## config.mk

```make
export PLATFORM = sky130hd
export DESIGN_NAME = neuron_accumulator_flat
export DESIGN_NICKNAME = d
export VERILOG_FILES = /design/src/rtl/neuron_accumulator_if.sv /design/src/rtl/neuron_accumulator.sv /design/src/flat_wrapper.sv
export SDC_FILE = /design/constraint.sdc
export NUM_CORES = 2
export LEC_CHECK = 0
export CAP_MARGIN = 20
export CORE_AREA = 2 2 421 423
export CTS_CLUSTER_DIAMETER = 150
export DETAILED_ROUTE_END_ITERATION = 8
export DIE_AREA = 0 0 423 425
export PLACE_DENSITY = 0.51
export SLEW_MARGIN = 20
export SYNTH_ARGS = -nofsm -noshare
export SYNTH_HDL_FRONTEND = slang
export SYNTH_SLANG_ARGS = --single-unit
```

## constraint.sdc

```tcl
create_clock -name clk -period 6.9 [get_ports clk]
set_clock_uncertainty 0.2 [all_clocks]
set_input_delay 0.69 -clock clk [delete_from_list [all_inputs] [get_ports clk]]
set_output_delay 0.69 -clock clk [all_outputs]
set_load 0.005 [all_outputs]
```

## src/rtl/neuron_accumulator_if.sv

```systemverilog
// Handshake bundle between the multiplier array, the neuron accumulator and
// the activation stage. The master side feeds products and drains sums.
interface neuron_accumulator_if #(
   parameter int unsigned N_TERMS = 33,
   parameter int unsigned WIDTH   = 32
);
   logic                            in_valid;
   logic                            in_ready;
   logic [N_TERMS-1:0][WIDTH-1:0]   products;
   logic                            out_valid;
   logic                            out_ready;
   logic [WIDTH-1:0]                sum;
   logic                            overflow;

   modport master (
      output in_valid, products, out_ready,
      input  in_ready, out_valid, sum, overflow
   );

   modport slave (
      input  in_valid, products, out_ready,
      output in_ready, out_valid, sum, overflow
   );
endinterface

```

## src/rtl/neuron_accumulator.sv

```systemverilog
// Serial neuron accumulator: captures a bundle of N_TERMS signed products,
// adds one term per cycle into a wide accumulator and presents the
// saturated WIDTH-bit sum under a valid/ready handshake.
// Optional macro NEURON_RELU_EN clamps negative saturated results to zero.
module neuron_accumulator #(
   parameter int unsigned N_TERMS   = 33,
   parameter int unsigned WIDTH     = 32,
   parameter int unsigned ACC_WIDTH = 38
) (
   input  logic                 clk,
   input  logic                 rst_n,
   neuron_accumulator_if.slave  bus
);

   localparam int unsigned IDX_W = $clog2(N_TERMS);

   localparam logic signed [ACC_WIDTH-1:0] SAT_MAX =
      {{(ACC_WIDTH-WIDTH+1){1'b0}}, {(WIDTH-1){1'b1}}};
   localparam logic signed [ACC_WIDTH-1:0] SAT_MIN =
      {{(ACC_WIDTH-WIDTH+1){1'b1}}, {(WIDTH-1){1'b0}}};

   typedef enum logic [1:0] {
      IDLE  = 2'd0,
      ACCUM = 2'd1,
      DONE  = 2'd2
   } state_t;

   state_t                          state_q, state_d;
   logic [N_TERMS-1:0][WIDTH-1:0]   bank_q;
   logic signed [ACC_WIDTH-1:0]     acc_q;
   logic [IDX_W-1:0]                idx_q;
   logic [WIDTH-1:0]                sum_q;
   logic                            ovf_q;

   logic [WIDTH-1:0]                term;
   logic signed [ACC_WIDTH-1:0]     acc_next;
   logic                            last_term;
   logic [WIDTH-1:0]                sat_val;
   logic                            sat_ovf;
   logic [WIDTH-1:0]                res_val;

   // State register
   always_ff @(posedge clk or negedge rst_n) begin
      if (!rst_n) state_q <= IDLE;
      else        state_q <= state_d;
   end

   // Next-state logic and handshake outputs
   always_comb begin
      state_d       = state_q;
      bus.in_ready  = 1'b0;
      bus.out_valid = 1'b0;
      case (state_q)
         IDLE: begin
            bus.in_ready = 1'b1;
            if (bus.in_valid) state_d = ACCUM;
         end
         ACCUM: begin
            if (last_term) state_d = DONE;
         end
         DONE: begin
            bus.out_valid = 1'b1;
            if (bus.out_ready) state_d = IDLE;
         end
         default: state_d = IDLE;
      endcase
   end

   // Next accumulator value and saturation of the final sum
   always_comb begin
      term      = bank_q[idx_q];
      acc_next  = acc_q + {{(ACC_WIDTH-WIDTH){term[WIDTH-1]}}, term};
      last_term = (idx_q == IDX_W'(N_TERMS-1));
      sat_ovf   = 1'b0;
      sat_val   = acc_next[WIDTH-1:0];
      if (acc_next > SAT_MAX) begin
         sat_val = {1'b0, {(WIDTH-1){1'b1}}};
         sat_ovf = 1'b1;
      end else if (acc_next < SAT_MIN) begin
         sat_val = {1'b1, {(WIDTH-1){1'b0}}};
         sat_ovf = 1'b1;
      end
`ifdef NEURON_RELU_EN
      res_val = sat_val[WIDTH-1] ? '0 : sat_val;
`else
      res_val = sat_val;
`endif
   end

   // Capture bank, accumulator, term index and output registers
   always_ff @(posedge clk or negedge rst_n) begin
      if (!rst_n) begin
         bank_q <= '0;
         acc_q  <= '0;
         idx_q  <= '0;
         sum_q  <= '0;
         ovf_q  <= 1'b0;
      end else begin
         case (state_q)
            IDLE: begin
               if (bus.in_valid) begin
                  bank_q <= bus.products;
                  acc_q  <= '0;
                  idx_q  <= '0;
               end
            end
            ACCUM: begin
               acc_q <= acc_next;
               idx_q <= idx_q + 1'b1;
               if (last_term) begin
                  sum_q <= res_val;
                  ovf_q <= sat_ovf;
               end
            end
            default: ;
         endcase
      end
   end

   assign bus.sum      = sum_q;
   assign bus.overflow = ovf_q;

endmodule
```

## src/flat_wrapper.sv

```systemverilog
// flat-port wrapper written by rule: the top's interface ports become plain ports
module neuron_accumulator_flat 
#(
   parameter int unsigned N_TERMS   = 33,
   parameter int unsigned WIDTH     = 32,
   parameter int unsigned ACC_WIDTH = 38
)
  (clk, rst_n, bus_in_valid, bus_products, bus_out_ready, bus_in_ready, bus_out_valid, bus_sum, bus_overflow);
  neuron_accumulator_if #(.N_TERMS(N_TERMS), .WIDTH(WIDTH)) bus_i ();
  input  logic clk;
  input  logic rst_n;
  input wire logic [$bits(bus_i.in_valid)-1:0] bus_in_valid;
  input wire logic [$bits(bus_i.products)-1:0] bus_products;
  input wire logic [$bits(bus_i.out_ready)-1:0] bus_out_ready;
  output wire logic [$bits(bus_i.in_ready)-1:0] bus_in_ready;
  output wire logic [$bits(bus_i.out_valid)-1:0] bus_out_valid;
  output wire logic [$bits(bus_i.sum)-1:0] bus_sum;
  output wire logic [$bits(bus_i.overflow)-1:0] bus_overflow;
  assign bus_i.in_valid = bus_in_valid;
  assign bus_i.products = bus_products;
  assign bus_i.out_ready = bus_out_ready;
  assign bus_in_ready = bus_i.in_ready;
  assign bus_out_valid = bus_i.out_valid;
  assign bus_sum = bus_i.sum;
  assign bus_overflow = bus_i.overflow;
  neuron_accumulator #(.N_TERMS(N_TERMS), .WIDTH(WIDTH), .ACC_WIDTH(ACC_WIDTH)) u_core (.clk(clk), .rst_n(rst_n), .bus(bus_i));
endmodule
```

==> results.ini <==
[sta]
setup_ws_ns=0.617
timing_max_transition_violations_final=0
clock.fmax_mhz=159
slew-limit-headroom_pct=15.9
worstMarginPinSlew_ns=1.26
period_needed_ns=6.28
finalHoldWorstSlack_ns=0.246
final-hold-violation-count=0
setup_viols_final=0
finalSetupTns_ns=0
fin_crit_sh_pct=91.1
setup_repair_after_global_routing_missed_its_margin=false

[setup_path]
crit_chain=buf_12 -> buf_12 -> mux4_2 -> mux4_2 -> mux2i_1 -> o21ai_0 -> ha_1 -> nand4_1 -> nor3_1 -> nand4_1 -> a21oi_1 -> o31ai_1 -> xor2_1 -> nand3_1 -> or4_4 -> nand3_4 -> a31oi_1
cp.arrival_ns=6.68
worstRegToRegCells=17
start_kind=flop
critical_path.endpoint_type=flop
critical-path-max-stage-delay_ns=0.63
worst-setup-path-type=reg2reg
worstPathBufferInverterCount=2
setup.reg_to_reg.worst_slack_ns=0.62
reg2reg_from=u_core.idx_q[0]$_DFFE_PN0P_
rr_endpoint=u_core.bus.sum[1]$_DFFE_PN0P_
slowest_stage_cell_on_the_critical_path=mux4_2
worstPathMaxFanout=31
cpLargestDelayFamily=simple AND/OR/NAND/NOR gates
setup_crit_start=u_core.idx_q[0]$_DFFE_PN0P_
worst_ep_required_time_ns=7.30

[drt]
detail-route-antenna-nets=0
routed_via_density=5.09
drc_violations_left=0
num_vias=46121
dr.pass1.iters=5
wirelength_um=265000
dr.first_iter.drc_count=5505
routed_wire_length_per_instance_um=29.2

[logic_synthesis]
synth_top_cell_by_area=dfrtp_1
number_of_enable_type_register_cells_in_the_synthesized_netlist=0
syn_avg_cell_area_um2=9.44
postSynth.topFlopCell=dfrtp_1
syn_inst=5635
synth.distinct_cells=73
synth.net_count=6735
synth.yosys.warnings=0
synth_top_area_share_pct=53.4
synth.cell_area_um2=53200
synth-seq-cells=1135
synthTopCellsByArea=dfrtp_1, nand2_1, mux4_2
synth.yosys.seq_area_share_pct=53.4
async_flop_share_pct=100

[floorplan]
start_util_pct=30.3
floorplan.die.height_um=425
rows=154
core_area_um2=175000
die_footprint_um2=180000
dieWidth_um=423
ios=1095

[layout]
design.final.nets=7685
drive_gt1_share_pct=10.0
synthToLayoutAreaGrowth_pct=34.2
layout.area.seq_um2=28400
multi_input_area_um2=23300
most-common-layout-cells=nand2_1, dfrtp_1, clkdlybuf4s50_1
final_layout_fill_cell_count=17358
post_layout_nonfiller_instances=9065
layout.cells.most_common=nand2_1

[global_routing]
grt_pass1_vias=45712
grt_pass1_wl_um=364000
grt_start_max_net_pins=194
global_route.overflow_total=0
global_route.usage.total_pct=28.8
initial_antenna_violation_count=88

[cts]
numCtsBuffers=137
clock_tree_from_tritoncts=yes
cts_max_level=4
clk_latency_ns=0.78
ctsLongestPathBuffers=3
tritoncts_num_sinks=1135
clk_root_buffer_cell=clkbuf_16
clk_transition_reported_paths_ns=0.06

[pwr]
sw_frac_of_total_pct=43.3
comb_power_share_pct=46.7
irDropWorstVdd_uv=409
power.share.clock_pct=20.3
power.share.sequential_pct=33.0
leakagePower_nw=33.8
internal-power_mw=21.7
power.density_cell_area_nw_per_um2=536
net-switching-power_mw=16.6

[min_path]
min_from=bus_products[745]
worst_min_delay_path_class=in2reg
timing.hold.worst_endpoint=u_core.bank_q[745]$_DFFE_PN0P_
min_delay_path_depth=3

[placed_design]
post-place-cells=8785
place_hpwl_um=207000
gp_congestion=1.00
post-place-ws_ns=0.660
io_buffer_count=1094

[outcome]
run_status=complete, no violations

[flow_run]
cap_viol_max_count=0

==> timing repair <==
item	CTS	global route
endpoints found under the hold margin	75	0
hold buffers	1	0
setup buffers	0	0
gates resized for setup	0	0
==> cell type report <==
cell class	count	share of cell area, %
tap	2340	4.10
clock buffer	205	5.80
timing repair buffer	1161	16.5
inverter	16	0.0841
sequential	1135	39.8
multi-input combinational	4134	32.6
antenna	36	0.126
clock inverter	38	0.943
==> flip-flops by register name (all words and copies together), names as in the netlist <==
| signal | cells |
|---|---|
| u_core.bank_q | 1056 |
| u_core.bus.sum | 32 |
| u_core.acc_q | 38 |
| u_core.bus.overflow | 1 |
| u_core.idx_q | 6 |
| u_core.state_q | 2 |
==> how the worst max path moves through the flow <==
stage	depth (start not counted)	end	slack, ns
finish	17	u_core.bus.sum[1]$_DFFE_PN0P_	0.62
detailed placement	18	u_core.bus.sum[1]$_DFFE_PN0P_	0.66
global route	16	u_core.bus.sum[1]$_DFFE_PN0P_	0.30
CTS	18	u_core.bus.sum[1]$_DFFE_PN0P_	0.63
floorplan	20	u_core.bus.sum[0]$_DFFE_PN0P_	1.50
global placement	18	u_core.bus.sum[1]$_DFFE_PN0P_	0.67
==> kinds of logic (layout without fill, tap and decap cells) <==
logic type / after synthesis / in the layout / synth area share [%]
AOI/OAI and AO/OA: 251 / 251 / 3.25
xor gates and xnor gates: 36 / 36 / 0.677
adders and majority gates: 40 / 40 / 0.955
buffers and inverters: 366 / 1420 / 2.88
DFF: 1135 / 1135 / 53.4
muxes: 349 / 349 / 14.0
other: 0 / 36 / 0
and+or+nand+nor: 3458 / 3458 / 24.8
==> Yosys cell counts, drive strengths merged (2+ instances only) <==
library cell	number
a211o	4
dfrtp	1135
nand4	10
mux4	318
nor2b	5
a21o	6
dlygate4sd3	2
inv	16
o31ai	3
nor2	21
nand3	55
and3	8
a2111oi	2
o21ai	71
o21bai	3
o221ai	4
a22oi	32
clkbuf	287
xor2	17
nor3	2
a31oi	5
nand2	3339
a211oi	11
o21a	5
o211ai	10
a21oi	84
nand2b	5
and2	5
buf	61
ha	39
mux2i	31
and4	2
xnor2	19
==> power groups by stage <==
| stage | Combinational, mW | Clock, mW | Sequential [mW] |
|---|---|---|---|
| 2_1_floorplan | 11.6 | 0 | 10.9 |
| 3_3_place_gp | 17.6 | 0 | 12.6 |
| 3_5_place_dp | 17.8 | 0 | 12.5 |
| 4_1_cts | 17.9 | 7.87 | 12.4 |
| 5_1_grt | 19.4 | 8.15 | 12.8 |
| 6_report | 17.9 | 7.76 | 12.6 |
==> per-stage QoR <==
stage	utilization (%)	power, mW	area, um2
floorplan	-	22.5	53200
global placement	37.9	30.2	66500
detailed placement	37.9	30.3	66500
CTS	40.7	38.2	71300
global route	40.7	40.3	71400
finish	40.7	38.3	71400
==> worst reg2reg max path, cell delays in order, from the launching register on <==
cell and delay [ns]:
dfrtp_4 0.55, buf_12 0.25, buf_12 0.33, mux4_2 0.65
mux4_2 0.57, mux2i_1 0.18, o21ai_0 0.10, ha_1 0.46
nand4_1 0.20, nor3_1 0.30, nand4_1 0.25, a21oi_1 0.44
o31ai_1 0.21, xor2_1 0.27, nand3_1 0.10, or4_4 0.46
nand3_4 0.46, a31oi_1 0.16
==> routing by layer <==
metal  share of wire, %  global-route usage [%]  vias to the layer above  routed length [um]
met5              0.035                       0                        -                  93
met4                3.8                    11.0                       14                9970
met3                7.8                    6.09                      373               20700
met2                 46                    43.8                     1926              121000
met1                 43                    40.4                    23606              113000
li1                   -                       -                    20202                   -
(Power assumes the default switching activity.)
